`src/rtl/mmio_timer_defs.sv`:
```
// mmio_timer_defs: register offsets and CTRL/STATUS bit positions shared by the timer peripheral
package mmio_timer_defs;
    localparam logic [2:0] OFF_CTRL     = 3'd0;
    localparam logic [2:0] OFF_PRESCALE = 3'd1;
    localparam logic [2:0] OFF_COUNT    = 3'd2;
    localparam logic [2:0] OFF_COMPARE  = 3'd3;
    localparam logic [2:0] OFF_STATUS   = 3'd4;
    localparam logic [2:0] OFF_CAPTURE  = 3'd5;
    localparam int CTRL_EN    = 0;
    localparam int CTRL_AR    = 1;
    localparam int CTRL_IRQEN = 2;
    localparam int STAT_MATCH = 0;
    localparam int STAT_CAP   = 1;
endpackage

```
`src/rtl/mmio_timer_prescaler.sv`:
```
// mmio_timer_prescaler: emits a one-cycle tick every limit+1 enabled cycles; clear restarts the count
module mmio_timer_prescaler (
    input  logic        clk,
    input  logic        rst,
    input  logic        enable,
    input  logic [31:0] limit,
    input  logic        clear,
    output logic        tick
);
    logic [31:0] psc;
    assign tick = enable && (psc == limit);
    always_ff @(posedge clk) begin
        if (rst || clear)
            psc <= '0;
        else if (enable)
            psc <= tick ? '0 : psc + 32'd1;
    end
endmodule

```
`src/rtl/mmio_timer_responder.sv`:
```
// mmio_timer_responder: memory-mapped prescaled timer with compare match and level irq.
// Optional input capture is built only when MMIO_TIMER_CAPTURE_EN is defined.
module mmio_timer_responder
    import mmio_timer_defs::*;
#(
    parameter logic [31:0] BASE_ADDR   = 32'h0000_1000,
    parameter logic [31:0] RESET_PRESC = 32'd0
) (
    input  logic        clk,
    input  logic        rst,
    input  logic [31:0] address,
    input  logic        readEnable,
    input  logic        writeEnable,
    input  logic [31:0] writeData,
    output logic [31:0] readData,
    input  logic        captureIn,
    output logic        irq
);
    logic        hit, wr, tick, match, mflag, cflag;
    logic [2:0]  off, ctrl;
    logic [1:0]  w1c;
    logic [31:0] presc, count, compare, capture, mux;
    logic [1:0]  unused_addr;

    assign unused_addr = address[1:0];
    assign hit   = address[31:5] == BASE_ADDR[31:5];
    assign off   = address[4:2];
    assign wr    = writeEnable && hit;
    assign w1c   = (wr && off == OFF_STATUS) ? writeData[1:0] : 2'b00;
    assign match = tick && count == compare;
    assign irq   = ctrl[CTRL_IRQEN] & (mflag | cflag);

    mmio_timer_prescaler u_psc (
        .clk   (clk),
        .rst   (rst),
        .enable(ctrl[CTRL_EN]),
        .limit (presc),
        .clear (wr && off == OFF_PRESCALE),
        .tick  (tick)
    );

    always_ff @(posedge clk) begin
        if (rst) begin
            ctrl    <= '0;
            presc   <= RESET_PRESC;
            count   <= '0;
            compare <= '1;
            mflag   <= 1'b0;
        end else begin
            if (wr && off == OFF_CTRL)
                ctrl <= writeData[2:0];
            if (wr && off == OFF_PRESCALE)
                presc <= writeData;
            if (wr && off == OFF_COMPARE)
                compare <= writeData;
            if (wr && off == OFF_COUNT)
                count <= writeData;
            else if (tick)
                count <= (match && ctrl[CTRL_AR]) ? '0 : count + 32'd1;
            // a match in the same cycle as its W1C keeps the flag set
            mflag <= match | (mflag & ~w1c[STAT_MATCH]);
        end
    end

`ifdef MMIO_TIMER_CAPTURE_EN
    logic [2:0] cap_sync;
    logic       cap_edge;
    assign cap_edge = cap_sync[1] & ~cap_sync[2];
    always_ff @(posedge clk) begin
        if (rst) begin
            cap_sync <= '0;
            capture  <= '0;
            cflag    <= 1'b0;
        end else begin
            cap_sync <= {cap_sync[1:0], captureIn};
            if (cap_edge)
                capture <= count;
            cflag <= cap_edge | (cflag & ~w1c[STAT_CAP]);
        end
    end
`else
    logic unused_cap;
    assign unused_cap = captureIn;
    assign capture    = '0;
    assign cflag      = 1'b0;
`endif

    always_comb begin
        case (off)
            OFF_CTRL:     mux = {29'd0, ctrl};
            OFF_PRESCALE: mux = presc;
            OFF_COUNT:    mux = count;
            OFF_COMPARE:  mux = compare;
            OFF_STATUS:   mux = {30'd0, cflag, mflag};
            OFF_CAPTURE:  mux = capture;
            default:      mux = '0;
        endcase
        readData = (readEnable && hit) ? mux : '0;
    end
endmodule
```
`config.mk`:
```
export PLATFORM = sky130hd
export DESIGN_NAME = mmio_timer_responder
export DESIGN_NICKNAME = d
export VERILOG_FILES = /design/src/rtl/mmio_timer_defs.sv /design/src/rtl/mmio_timer_prescaler.sv /design/src/rtl/mmio_timer_responder.sv
export SDC_FILE = /design/constraint.sdc
export NUM_CORES = 1
export LEC_CHECK = 0
export CORE_MARGIN = 2
export CORE_UTILIZATION = 50
export CTS_CLUSTER_SIZE = 40
export DETAILED_ROUTE_END_ITERATION = 6
export PLACE_DENSITY = 0.71
export SYNTH_ARGS = -nofsm -noshare
export SYNTH_HDL_FRONTEND = slang
export SYNTH_SLANG_ARGS = --single-unit
```
`constraint.sdc`:
```
create_clock -name clk -period 2.84 [get_ports clk]
set_input_delay 0.568 -clock clk [delete_from_list [all_inputs] [get_ports clk]]
set_output_delay 0.568 -clock clk [all_outputs]
set_load 0.05 [all_outputs]
```
==> results of run 1 <==
-- timing repair --
action | 4_1_cts | 5_1_grt
gates resized for setup | 20 | 84
setup endpoints to repair | 31 | 32
pin swaps | 2 | 14
buffers inserted | 3 | 3
gates cloned | 0 | 3
-- per-stage QoR --
stage	utilization (%)	instance area (um2)	setup slack [ns]
final	71.14	10380	0.008849
after global routing	71.14	10380	-0.09404
after CTS	68.47	9990	-0.05889
after detailed placement	63.25	9228	-0.1923
after global placement	63.25	9228	-0.1661
after floorplan	-	7525	-0.07723
-- power groups by stage --
stage / clock, mW / combinational, mW / sequential (mW)
2_1_floorplan: 0 / 0.118 / 1.90
3_3_place_gp: 0 / 0.285 / 1.90
3_5_place_dp: 0 / 0.283 / 1.90
4_1_cts: 2.53 / 0.290 / 1.86
5_1_grt: 2.62 / 0.324 / 1.86
6_report: 2.53 / 0.309 / 1.86
-- critical path, stage by stage --
cell,delay [ns]
clkdlybuf4s50_1,0.44
nor4_4,0.18
nand3_2,0.15
nor2_4,0.15
nand3b_1,0.11
buf_6,0.17
clkbuf_16,0.20
nor2_4,0.14
buf_12,0.14
-- synthesized netlist by cell type (all sizes together), types with 26 or more instances --
cell / n
clkbuf: 37
mux2: 29
dfxtp: 132
nand3: 54
nor2b: 39
buf: 31
xnor2: 51
nand4: 26
xor2: 52
a21oi: 42
nor2: 93
a22oi: 32
nand2: 117
a211o: 33
-- state kept, by name (all words and copies together) (netlist names) --
register   count
ctrl           3
count         32
mflag          1
compare       32
presc         32
u_psc.psc     32
-- worst paths after layout --
path | to | slack, ns | cells past startpoint
max | readData[14] | 0.009 | 9
min | presc[2] | 0.49 | 2
max reg2reg | count[6] | 0.15 | 8
min reg2reg | presc[2] | 0.49 | 2
-- cells by family (layout without fill, tap and decap cells) --
logic type / Yosys count / after routing / synth area share (%)
compound gates: 166 / 166 / 14.99
flops: 132 / 132 / 35.13
mux: 34 / 34 / 5.339
simple gates: 425 / 425 / 27.88
buf+inv: 73 / 201 / 4.341
xor+xnor: 103 / 103 / 11.99
fa+ha+maj: 2 / 2 / 0.3326
-- cell type report --
| class | count | area share (%) |
|---|---|---|
| tap | 184 | 2.218 |
| multi-input combinational | 730 | 46.59 |
| sequential | 132 | 25.46 |
| clock buffer | 20 | 4.304 |
| timing repair buffer | 164 | 19.05 |
| clock inverter | 12 | 2.194 |
| inverter | 5 | 0.1808 |
-- per-layer routing --
metal	vias to the layer above	GRT usage (%)	wire length (um)
li1	3547	-	-
met1	3695	41.62	10610
met2	462	49.92	12030
met3	82	6.664	2365
met4	0	13.32	1085
met5	-	0	0
==> flow_summary.yaml, run 1 <==
synthesis:
  synthCells: 935
  synth_seq_cells: 132
  netlist.area_leader.share_pct: 35.13
  synth.avg_cell_area_um2: 8.045
  synth_edf_count: 0
  synthTopCellsByArea: "dfxtp_1, xor2_1, xnor2_1"
  synth_area_um2: 7522
  synth_nets: 1006
  yosysTopAreaCell: "dfxtp_1"
  synth.yosys.warnings: 0
  ys_types: 53
  synth-async-reset-ratio_pct: 0
  synth_ff_type: "dfxtp_1"
  ys_seq_area_share_pct: 35.13
floorplanning:
  dieHeight_um: 126.7
  fp.dieW_um: 126.7
  io_pins: 102
  floorplan.initialDensity_pct: 51.56
  coreArea_um2: 14590
  die_area_um2: 16040
  row_count: 44
pwr:
  totalPowerFinal_mw: 4.694
  switchingPower_mw: 1.021
  p_leak_nw: 3.639
  p_seq_share_pct: 39.6
  peakVddDrop_mv: 0.4350
  power_density_nw_per_um2: 452.3
  pwr-share-comb_pct: 6.6
  internal-power_mw: 3.673
  netSwitchingFraction_pct: 21.75
  clkPwrFrac_pct: 53.8
layout:
  nFillCells: 1082
  drive_gt1_share_pct: 19.57
  multi_input_area_um2: 4836
  final_common_cell: "dfxtp_1"
  syn_to_final_growth_pct: 37.97
  stdcell_count: 1247
  num_antenna_cells: 0
  regArea_um2: 2643
  final_net_count: 1121
  mostFrequentLayoutCells: "dfxtp_1, nand2_1, nor2_1"
timing:
  worstMarginPinSlew_ns: 0.8428
  drv_slew: 0
  tns_ns: 0
  worst_hold_slack_ns: 0.4854
  period_share_pct: 99.69
  fin_worst_skew_ns: 0.006649
  fmax_mhz: 353.2
  period_minus_slack_ns: 2.831
  setup_viol_count_final: 0
  max_slew_margin_pct: 43.81
  hold_violations: 0
worst_setup_path:
  cp.arrival_ns: 2.26
  worstPathMaxFanout: 9
  timing.rr.start: "compare[22]"
  worstSetupPathType: "input pin to output port"
  endpoint_kind: "output port"
  startpoint: "address[17]"
  critPathLaunchType: "input pin"
  cp.required_ns: 2.27
drt:
  wl_per_cell_um: 20.92
  via_count: 7786
  drt_iter0_drc: 833
  drcViolationCount: 0
  routed_wl_mm: 26.09
  ant_nets: 0
  viasPerCell: 6.244
  dr.pass1.iters: 5
global_route:
  grt_pass1_wl_mm: 39.28
  grtUsageTotal_pct: 31.47
  gr-total-overflow: 0
  grt_pass1_vias: 7153
  antenna_found_initial: 0
  grt_max_degree: 56
clocking:
  cts_root_buffer: "clkbuf_16"
  clk_pin_slew_ns: 0.06
  holdBufCountCts: 0
  clock_latency_ns: 0.43
  cts_buffers: 17
  ctsLongestPathBuffers: 2
  h-tree-depth: 4
  tritoncts: "yes"
  clock_sinks: 132
placed_design:
  port_buffers: 98
  dpl.hpwl_mm: 18.46
  gp_congestion: 0.9739
  dp.cells: 1207
job:
  drv_cap: 0
hold_path:
  hold_start: "presc[2]"
  hold_path_class: "register to register"
run_status:
  status: "finished clean"
Note: power is estimated with default switching activity, not from simulation.
==> inputs of run 2 (changes only) <==
- ABC_CLOCK_PERIOD_IN_PS: unset -> 2840
- CORE_ASPECT_RATIO: unset -> 0.9
==> flow_summary.yaml, run 2 (synthesis results as in run 1) <==
drt:
  via_count: 7633
  drt_iter0_drc: 831
  drcViolationCount: 0
  wl_per_cell_um: 20.60
  routed_wl_mm: 25.73
  dr.pass1.iters: 6
  ant_nets: 0
  viasPerCell: 6.111
timing:
  period_share_pct: 97.70
  worst_hold_slack_ns: 0.4903
  max_slew_margin_pct: 34.10
  hold_violations: 0
  fmax_mhz: 360.4
  drv_slew: 0
  period_minus_slack_ns: 2.775
  fin_worst_skew_ns: 0.006916
  setup_viol_count_final: 0
  worstMarginPinSlew_ns: 0.9885
floorplanning:
  floorplan.initialDensity_pct: 51.12
  die_area_um2: 16040
  row_count: 42
  io_pins: 102
  coreArea_um2: 14710
  dieHeight_um: 120.4
  fp.dieW_um: 133.3
global_route:
  grtUsageTotal_pct: 32.59
  grt_max_degree: 95
  grt_pass1_wl_mm: 39.93
  gr-total-overflow: 0
  antenna_found_initial: 0
  grt_pass1_vias: 7133
layout:
  num_antenna_cells: 0
  regArea_um2: 2643
  syn_to_final_growth_pct: 35.74
  multi_input_area_um2: 4871
  final_net_count: 1113
  fin_area_um2: 10210
  nFillCells: 1154
  drive_gt1_share_pct: 18.65
  mostFrequentLayoutCells: "dfxtp_1, nand2_1, nor2_1"
  stdcell_count: 1249
  final_common_cell: "dfxtp_1"
  utilization_pct: 69.40
worst_setup_path:
  critPathLaunchType: "input pin"
  worstPathMaxFanout: 6
  cp.arrival_ns: 2.21
  cp_num_buf_inv: 4
  slowest_stage: "clkdlybuf4s50_1"
  crit_family: "buffers and inverters"
  crit_path_frequent_cell: "nor2_4"
  endpoint_kind: "output port"
  crit_chain: "clkdlybuf4s50_1 > nor3_2 > nand3_2 > nor2_4 > nand3b_1 > buf_6 > buf_16 > nor2_4 > buf_12"
  worstSetupPathType: "input pin to output port"
  slowest_delay_ns: 0.43
  cp.required_ns: 2.27
hold_path:
  hold_path_class: "register to register"
clocking:
  tritoncts: "yes"
  clock_latency_ns: 0.42
  clock_sinks: 132
  h-tree-depth: 4
  clk_pin_slew_ns: 0.05
  cts_buffers: 17
  holdBufCountCts: 0
  cts_root_buffer: "clkbuf_16"
  ctsLongestPathBuffers: 2
pwr:
  power_density_nw_per_um2: 413.6
  p_leak_nw: 3.429
  peakVddDrop_mv: 0.4232
  totalPowerFinal_mw: 4.223
placed_design:
  dpl.hpwl_mm: 18.29
  port_buffers: 98
  dp.cells: 1214
  placed_area_um2: 9243
  gp_congestion: 0.9816
job:
  drv_cap: 0
run_status:
  status: "finished clean"
## run 2: changes by cell type in the layout (fill, tap and decap cells not counted), sizes merged
cell / previous run / this run
buf: 97 / 92
bufinv: 6 / 1
clkdlybuf4s15: 1 / 5
clkdlybuf4s50: 41 / 40
clkinv: 2 / 3
clkinvlp: 4 / 1
dlygate4sd2: 0 / 14
dlymetal6s2s: 21 / 4
## run 2: power by group
part | internal, mW | total (mW) | switching (mW)
clock network | 1.27 | 2.05 | 0.781
registers | 1.86 | 1.86 | 0.00445
logic | 0.146 | 0.312 | 0.166
## run 2: path summary, 6_finish.rpt
check / end / start / slack (ns) / depth (start not counted)
max: readData[11] / address[27] / 0.07 / 9
min: presc[28] / presc[28] / 0.49 / 2
max reg2reg: count[26] / u_psc.psc[14] / 0.26 / 8
min reg2reg: presc[28] / presc[28] / 0.49 / 2
## run 2: layer usage
metal	vias to the layer above	global-route usage, %	wire length [um]
met1	3612	44.40	10910
met2	416	49.13	11090
met4	0	14.83	1212
met5	-	0	0
li1	3526	-	-
met3	79	7.589	2520
## run 2: stage by stage
stage	TNS [ns]	setup slack, ns
2_1_floorplan	-2.013	-0.07723
3_3_place_gp	-8.141	-0.2427
6_report	0	0.06536
4_1_cts	0	0.002779
5_1_grt	-0.02609	-0.006428
3_5_place_dp	-10.39	-0.2914
## run 2: timing repair
item | CTS | global route
resized for setup | 94 | 18
pin swaps | 25 | 15
cloned | 3 | 0
setup endpoints to repair | 32 | 32
buffers inserted | 3 | 1
## run 2: final cells by class
type                       instances  share of cell area [%]
inverter                           5                  0.1838
timing repair buffer             156                   18.51
sequential                       132                   25.88
clock buffer                      23                   4.779
clock inverter                     5                  0.5146
tap                              198                   2.426
multi-input combinational        730                   47.70
## run 2: worst min-delay path, delay by kind of cell (launching register included)
family	cells	cell delay [ns]
AO/OA/AOI/OAI	1	0.05
flip-flops	1	0.33
AND/OR/NAND/NOR	1	0.06
==> inputs of run 3 (changes only) <==
- GPL_TIMING_DRIVEN: unset -> 1
- REMOVE_ABC_BUFFERS: unset -> 1
==> flow_summary.yaml, run 3 (synthesis results as in run 1) <==
placed_design:
  port_buffers: 98
  pre_cts_ws_ns: -0.1961
  dpl.hpwl_mm: 17.52
  placed_area_um2: 9288
  gp_congestion: 0.9395
pwr:
  p_leak_nw: 3.487
  netSwitchingFraction_pct: 23.72
  clkPwrFrac_pct: 49.9
  pwr-share-comb_pct: 6.9
  switchingPower_mw: 1.020
  power_density_nw_per_um2: 421.3
  internal-power_mw: 3.280
  p_seq_share_pct: 43.2
  peakVddDrop_mv: 0.4225
floorplanning:
  die_area_um2: 16040
  fp.dieW_um: 133.3
  floorplan.initialDensity_pct: 51.12
  dieHeight_um: 120.4
  io_pins: 102
  coreArea_um2: 14710
  row_count: 42
clocking:
  ctsLongestPathBuffers: 2
  holdBufCountCts: 0
  cts_root_buffer: "clkbuf_16"
  clock_sinks: 132
  clk_pin_slew_ns: 0.06
  h-tree-depth: 4
  clock_latency_ns: 0.43
  tritoncts: "yes"
  cts_buffers: 17
drt:
  ant_nets: 0
  drt_iter0_drc: 838
  routed_wl_mm: 24.94
  viasPerCell: 6.017
  drcViolationCount: 0
  via_count: 7641
  dr.pass1.iters: 6
  wl_per_cell_um: 19.64
worst_setup_path:
  crit_chain: "clkdlybuf4s50_1 > nor2b_2 > buf_4 > a22oi_1 > nor2_4 > buf_12"
  worstPathMaxFanout: 17
  critPathLaunchType: "input pin"
  timing.rr.start: "count[0]"
  slowest_stage: "clkdlybuf4s50_1"
  r2r_end: "count[26]"
  slowest_delay_ns: 0.71
  endpoint_kind: "output port"
  worstSetupPathType: "input pin to output port"
  cp.required_ns: 2.27
  cp.arrival_ns: 2.28
  r2r_cells: 8
  rrSetupSlack_ns: 0.31
timing:
  worst_hold_slack_ns: 0.4874
  setup_viol_count_final: 1
  worst_slack_ns: -0.003159
  max_slew_margin_pct: 55.49
  period_share_pct: 100.1
  fmax_mhz: 351.7
  hold_violations: 0
  tns_ns: -0.003159
  drv_slew: 0
  fin_worst_skew_ns: 0.008131
  period_minus_slack_ns: 2.843
  worstMarginPinSlew_ns: 0.6626
  rsz0062_at_grt: "true"
hold_path:
  hold_start: "presc[31]"
  min_path_cells: 2
  hold_path_class: "register to register"
  worst_hold_path.endpoint: "presc[31]"
layout:
  mostFrequentLayoutCells: "dfxtp_1, nand2_1, nor2_1"
  num_antenna_cells: 0
  final_common_cell: "dfxtp_1"
  final_net_count: 1130
  drive_gt1_share_pct: 19.68
  syn_to_final_growth_pct: 35.66
  fin_area_um2: 10200
global_route:
  grt_max_degree: 35
  grt_pass1_vias: 7044
  gr-total-overflow: 0
  grtUsageTotal_pct: 30.88
  grt_pass1_wl_mm: 38.62
  antenna_found_initial: 1
job:
  drv_cap: 0
run_status:
  violations: "negative setup slack"
  status: "finished, violations left"
[run 3: layout make-up]
cell class | instances | area, um2
Clock inverter | 14 | 138.9
Multi-Input combinational cell | 730 | 4752
Tap cell | 198 | 247.7
Timing Repair Buffer | 173 | 1976
Clock buffer | 18 | 429.2
Sequential cell | 132 | 2643
Inverter | 5 | 18.77
Fill cell | 1206 | 4509
[run 3: power by group through the flow]
| stage | Combinational, mW | Clock, mW | Sequential [mW] |
|---|---|---|---|
| global placement | 0.280 | 0 | 1.90 |
| global route | 0.311 | 2.24 | 1.86 |
| CTS | 0.279 | 2.15 | 1.86 |
| floorplan | 0.0821 | 0 | 1.90 |
| detailed placement | 0.282 | 0 | 1.90 |
| finish | 0.296 | 2.15 | 1.86 |
[run 3: through the flow]
step	instances	power [mW]	utilization, %
6_report	1270	4.300	69.35
4_1_cts	1268	4.291	68.30
2_1_floorplan	867	1.980	-
3_5_place_dp	1223	2.180	63.12
5_1_grt	1270	4.406	69.35
3_3_place_gp	1223	2.179	63.12
[run 3: repair_timing]
| action | in CTS | in global routing |
|---|---|---|
| resized for setup | 52 | 28 |
| endpoints found under the setup margin | 31 | 50 |
| pin swaps | 4 | 13 |
| gates cloned | 1 | 1 |
| setup buffers | 12 | 2 |
[run 3: worst max-delay path: cells and delay by family]
| kind | cells | cell delay [ns] |
|---|---|---|
| compound gates | 1 | 0.40 |
| simple gates | 2 | 0.19 |
| buf+inv | 3 | 1.10 |
[run 3: worst max-delay path by stage]
stage,from,depth (start not counted),to,slack (ns)
CTS,address[31],15,count[2],0.01
global route,address[14],9,readData[18],-0.07
finish,address[2],6,readData[16],-0.003
global placement,address[17],9,readData[27],-0.17
detailed placement,address[17],8,readData[29],-0.20
floorplan,address[6],5,readData[1],-0.53
[run 3: routing by layer]
| metal | vias to the layer above | share of wire, % | track usage, % |
|---|---|---|---|
| met1 | 3641 | 44 | 42.57 |
| met5 | - | 0.052 | 0 |
| li1 | 3565 | - | - |
| met3 | 65 | 8.5 | 6.792 |
| met4 | 2 | 3.4 | 11.64 |
| met2 | 368 | 44 | 47.42 |
